File: src/rtl/multicycle_ctrl_fsm.sv
// multicycle_ctrl_fsm: main sequencer for the multicycle RV32 datapath.
module multicycle_ctrl_fsm #(
  parameter int MEM_LAT = 1,
  parameter int BRANCH_BUBBLE = 1
) (
  input  logic       clk,
  input  logic       rst,
  input  logic       run,
  input  logic [6:0] instOpcode,
  input  logic       mem_ready,
  output logic       IorDSelector,
  output logic       ce,
  output logic       oce,
  output logic       wre,
  output logic       irWriteEnable,
  output logic       pcWriteEnable,
  output logic       pcWriteCond,
  output logic [1:0] pcSource,
  output logic [1:0] memtoRegSelect,
  output logic       regWriteEnable,
  output logic       aluSrcASelect,
  output logic [1:0] aluSrcBSelect,
  output logic [1:0] aluOp,
  output logic       instr_done,
  output logic       trap,
  output logic [3:0] state_o
);
  typedef enum logic [3:0] {
    IDLE, FETCH, DECODE, MEM_ADDR, MEM_RD, LOAD_WB, MEM_WR, EXEC_R,
    EXEC_I, ALU_WB, BRANCH, BR_BUBBLE, JAL, TRAP
  } state_t;
  localparam logic [3:0] LAST = 4'(MEM_LAT - 1);
  state_t state;
  logic [3:0] wait_cnt;
  logic mem_st, mem_done;
  always_comb begin
    mem_st = state inside {FETCH, MEM_RD, MEM_WR};
    mem_done = mem_st && wait_cnt == LAST && mem_ready;
    IorDSelector = state inside {MEM_RD, MEM_WR};
    ce = mem_st;
    oce = mem_st;
    wre = state == MEM_WR;
    irWriteEnable = state == FETCH && mem_done;
    pcWriteEnable = (state == FETCH && mem_done) || state == JAL;
    pcWriteCond = state == BRANCH;
    pcSource = state == BRANCH ? 2'b01 : state == JAL ? 2'b10 : 2'b00;
    memtoRegSelect = state == LOAD_WB ? 2'b01 : state == JAL ? 2'b10 : 2'b00;
    regWriteEnable = state inside {LOAD_WB, ALU_WB, JAL};
    aluSrcASelect = state inside {MEM_ADDR, EXEC_R, EXEC_I, BRANCH};
    aluSrcBSelect = state == FETCH ? 2'b01 : state inside {DECODE, MEM_ADDR, EXEC_I} ? 2'b10 : 2'b00;
    aluOp = state == EXEC_R ? 2'b10 :
            state == EXEC_I ? (instOpcode == 7'h37 ? 2'b11 : 2'b10) :
            state == BRANCH ? 2'b01 : 2'b00;
    instr_done = state inside {LOAD_WB, ALU_WB, BR_BUBBLE, JAL} ||
                 (state == MEM_WR && mem_done) || (state == BRANCH && BRANCH_BUBBLE == 0);
    trap = state == TRAP;
    state_o = state;
  end
  // wait_cnt only moves while an access is held; every exit leaves it cleared for the next entry
  always_ff @(posedge clk or posedge rst)
    if (rst) begin
      state <= IDLE;
      wait_cnt <= '0;
    end else begin
      wait_cnt <= (mem_st && !mem_done) ? (wait_cnt == LAST ? wait_cnt : wait_cnt + 4'd1) : '0;
      if (instr_done) state <= run ? FETCH : IDLE;
      else
        case (state)
          IDLE:     state <= run ? FETCH : IDLE;
          FETCH:    if (mem_done) state <= DECODE;
          DECODE:   state <= (instOpcode == 7'h03 || instOpcode == 7'h23) ? MEM_ADDR :
                             instOpcode == 7'h33 ? EXEC_R :
                             (instOpcode == 7'h13 || instOpcode == 7'h37) ? EXEC_I :
                             instOpcode == 7'h63 ? BRANCH :
                             instOpcode == 7'h6F ? JAL : TRAP;
          MEM_ADDR: state <= instOpcode == 7'h03 ? MEM_RD : MEM_WR;
          MEM_RD:   if (mem_done) state <= LOAD_WB;
          MEM_WR:   state <= MEM_WR;
          EXEC_R, EXEC_I: state <= ALU_WB;
          BRANCH:   state <= BR_BUBBLE;
          TRAP:     state <= TRAP;
          default:  state <= IDLE;
        endcase
    end
endmodule

File: config.mk
export PLATFORM = sky130hd
export DESIGN_NAME = multicycle_ctrl_fsm
export DESIGN_NICKNAME = d
export VERILOG_FILES = /design/src/rtl/multicycle_ctrl_fsm.sv
export SDC_FILE = /design/constraint.sdc
export NUM_CORES = 1
export LEC_CHECK = 0
export ABC_AREA = 0
export CAP_MARGIN = 0
export CORE_UTILIZATION = 44
export CTS_BUF_LIST = sky130_fd_sc_hd__clkbuf_4 sky130_fd_sc_hd__clkbuf_8 sky130_fd_sc_hd__clkbuf_16
export CTS_CLUSTER_SIZE = 20
export DETAILED_ROUTE_END_ITERATION = 10
export PLACE_DENSITY_LB_ADDON = 0.3
export SLEW_MARGIN = 20
export SYNTH_ARGS = -nofsm -noshare
export SYNTH_HDL_FRONTEND = slang
export SYNTH_SLANG_ARGS = --single-unit
File: constraint.sdc
create_clock -name clk -period 2 [get_ports clk]
set_input_delay 0.4 -clock clk [delete_from_list [all_inputs] [get_ports clk]]
set_output_delay 0.4 -clock clk [all_outputs]
set_load 0.05 [all_outputs]
==> impl_metrics.json <==
{
  "cp_top_family": "simple AND/OR/NAND/NOR gates",
  "finClkSkew_ns": 0.00918,
  "drtPass1Iterations": 4,
  "max_freq_mhz": 474,
  "hold_violations": 0,
  "path_buf_inv": 3,
  "final_util": 0.926,
  "synth.avg_cell_area_sq_um": 7.47,
  "grt-ovfl-total": 0,
  "nNetsFinal": 202,
  "ios": 34,
  "reg2reg_from": "wait_cnt[0]",
  "worstSetupEndpoint": "pcWriteEnable",
  "wirelength_microns": 5040,
  "place.gp.congestion": 0.889,
  "area_growth_pct": 96.2,
  "ys_warn_count": 0,
  "worstSetupStartpointType": "register",
  "clockRootBuffer": "clkbuf_4",
  "synth-seq-cells": 8,
  "antenna_left": 0,
  "crit_required_ns": 1.60,
  "worstSetupPathType": "reg2out",
  "cp_max_fo": 2,
  "core_sq_mm": 0.00196,
  "hpwl_microns": 2580,
  "row_count": 16,
  "drv_cap": 0,
  "cp_slowest_cell": "dfrtp_1",
  "timing.final.ws_setup_ns": -0.111,
  "drive_gt1_frac": 0.537,
  "route.detailed.drc": 0,
  "slowest_delay_ns": 0.40,
  "synth_area_leaders": "dfrtp_1 (22%), nor2_1 (7.7%), nand2_1 (4.5%), buf_4 (4.1%), nand2b_1 (4.1%)",
  "powerDensity_mw_per_mm2": 1880,
  "synth_area_sq_um": 926,
  "relSlewSlack": 0.777,
  "synth_ff_type": "dfrtp_1",
  "yosysUniqueCellTypes": 46,
  "grt_max_degree": 11,
  "reg2regPathDepth": 8,
  "setup_viol": 11,
  "async_reset_ff_frac": 1.00,
  "vias_per_cell": 6.52,
  "io_buffers": 33,
  "fp.dieW_microns": 47.9,
  "min_period_ns": 2.11,
  "hold_class": "in2async",
  "vias": 1401,
  "reg2reg_slack_ns": 0.23,
  "drt-initial-drc-count": 110,
  "start_util": 0.472,
  "num-fill-cells": 73,
  "htreeDepth": 1,
  "syn-num-nets": 137,
  "cts_tree": "built",
  "grt_usage": 0.402,
  "r2r-end": "state_o[0]",
  "cts_buffer_depth": 2,
  "endpoint_kind": "output port",
  "cts.sinks": 8,
  "synth_seq_area_share": 0.216,
  "crit_chain": "inv_2 -> ha_4 -> nand4bb_1 -> buf_4 -> nor4_4 -> or2_4 -> buf_12",
  "post-route-period-util": 1.06,
  "die_area_sq_mm": 0.00229,
  "diodes": 0,
  "tightest_slew_ns": 0.332,
  "yosysTopAreaCell": "dfrtp_1",
  "fin_total_pwr_mw": 3.41,
  "routedWlPerCell_microns": 23.5,
  "dieHeight_microns": 47.9,
  "grt_pass1_wl_microns": 6290,
  "grt_pass1_vias": 1300,
  "cp-startpoint": "wait_cnt[0]",
  "clk_latency_ns": 0.27,
  "synth_edf_count": 0,
  "violations": "negative setup slack",
  "cts-buffers-inserted": 3,
  "ir_drop_uv": 1280,
  "slew_viol_final": 0,
  "grt_antenna_before_repair": 0,
  "rsz0062_at_grt": "true",
  "critPathArrivalTime_ns": 1.71,
  "netlist_instances": 124,
  "tns_ns": -0.739,
  "ctsHoldBuffers": 0,
  "path_depth": 7,
  "power_leakage_nw": 0.748,
  "cts.reportedPaths.clkPinSlew_ns": 0.07,
  "status": "finished with violations",
  "synth_largest_type_area_fraction": 0.216
}
-- flip-flops by register name (all words and copies together) (netlist names) --
name and count:
wait_cnt 4, state_o 4
-- stage by stage --
step                      instance area, sq um  setup WS (ns)  std cells  hold slack (ns)
after floorplan                            998         -0.419        124            0.215
after global routing                      1820         -0.132        215            0.405
after global placement                    1600        -0.0361        192            0.552
after CTS                                 1730        -0.0520        206            0.378
after detailed placement                  1600         -0.114        192            0.572
final                                     1820         -0.111        215            0.380
-- metal layers --
metal	part of all wire	routed length (microns)	vias to the layer above	global-route usage
met5	0	0	-	0
met4	0.077	388	0	0.233
met2	0.49	2460	131	0.705
met3	0.098	494	55	0.140
li1	-	-	573	-
met1	0.34	1700	642	0.409
-- layout make-up --
type / count / area, sq um / area share
sequential: 8 / 204 / 0.112
multi-input combinational: 101 / 751 / 0.413
tap: 27 / 33.8 / 0.0186
clock buffer: 4 / 30.0 / 0.0165
inverter: 7 / 26.3 / 0.0145
timing repair buffer: 68 / 772 / 0.425
-- cells in the final DEF, fill, tap and decap left out, types with 4 or more instances in the layout --
master / synthesis / routed
o21ai_2: 0 / 4
nand2_1: 11 / 8
nor2_1: 19 / 12
a21oi_1: 6 / 6
inv_2: 1 / 4
dfrtp_1: 8 / 5
buf_4: 5 / 39
nor2_2: 0 / 6
clkdlybuf4s50_1: 0 / 9
nand2_2: 1 / 4
nand2b_1: 6 / 5
clkbuf_4: 0 / 4
buf_12: 0 / 19
-- worst min-delay path by stage --
stage | slack, ns | cells after the start | end
2_1_floorplan | 0.22 | 1 | state_o[3]
3_3_place_gp | 0.55 | 2 | wait_cnt[1]
3_5_place_dp | 0.57 | 2 | wait_cnt[1]
4_1_cts | 0.38 | 2 | state_o[3]
5_1_grt | 0.40 | 2 | state_o[3]
6_report | 0.38 | 2 | state_o[3]
-- logic make-up after synthesis --
family,synth area share
adder cells (fa/ha/maj),0.0378
multiplexers,0.0230
flip-flops,0.216
AND/OR/NAND/NOR,0.374
XOR/XNOR,0.0284
buffers and inverters,0.0851
AO/OA/AOI/OAI,0.235
-- Yosys cell counts, drive strengths merged, types with 3 or more instances --
library cell	number
nor2	19
nand2	12
buf	8
dfrtp	8
a21oi	7
inv	7
o21ai	7
nand2b	6
nor3	5
nand3	3
o22ai	3
or2	3
-- repair_timing --
item | 4_1_cts | 5_1_grt
setup endpoints to repair | 8 | 9
gates cloned | 0 | 0
resized for setup | 8 | 10
pin swaps | 5 | 5
setup buffers | 10 | 9
-- power breakdown --
part | switching (mW) | internal (mW) | total [mW]
Clock | 0.0688 | 0.0906 | 0.159
Combinational | 1.74 | 1.24 | 2.97
Sequential | 0.0720 | 0.207 | 0.279
Total | 1.88 | 1.54 | 3.41
Power figures use the tool's default switching activity.
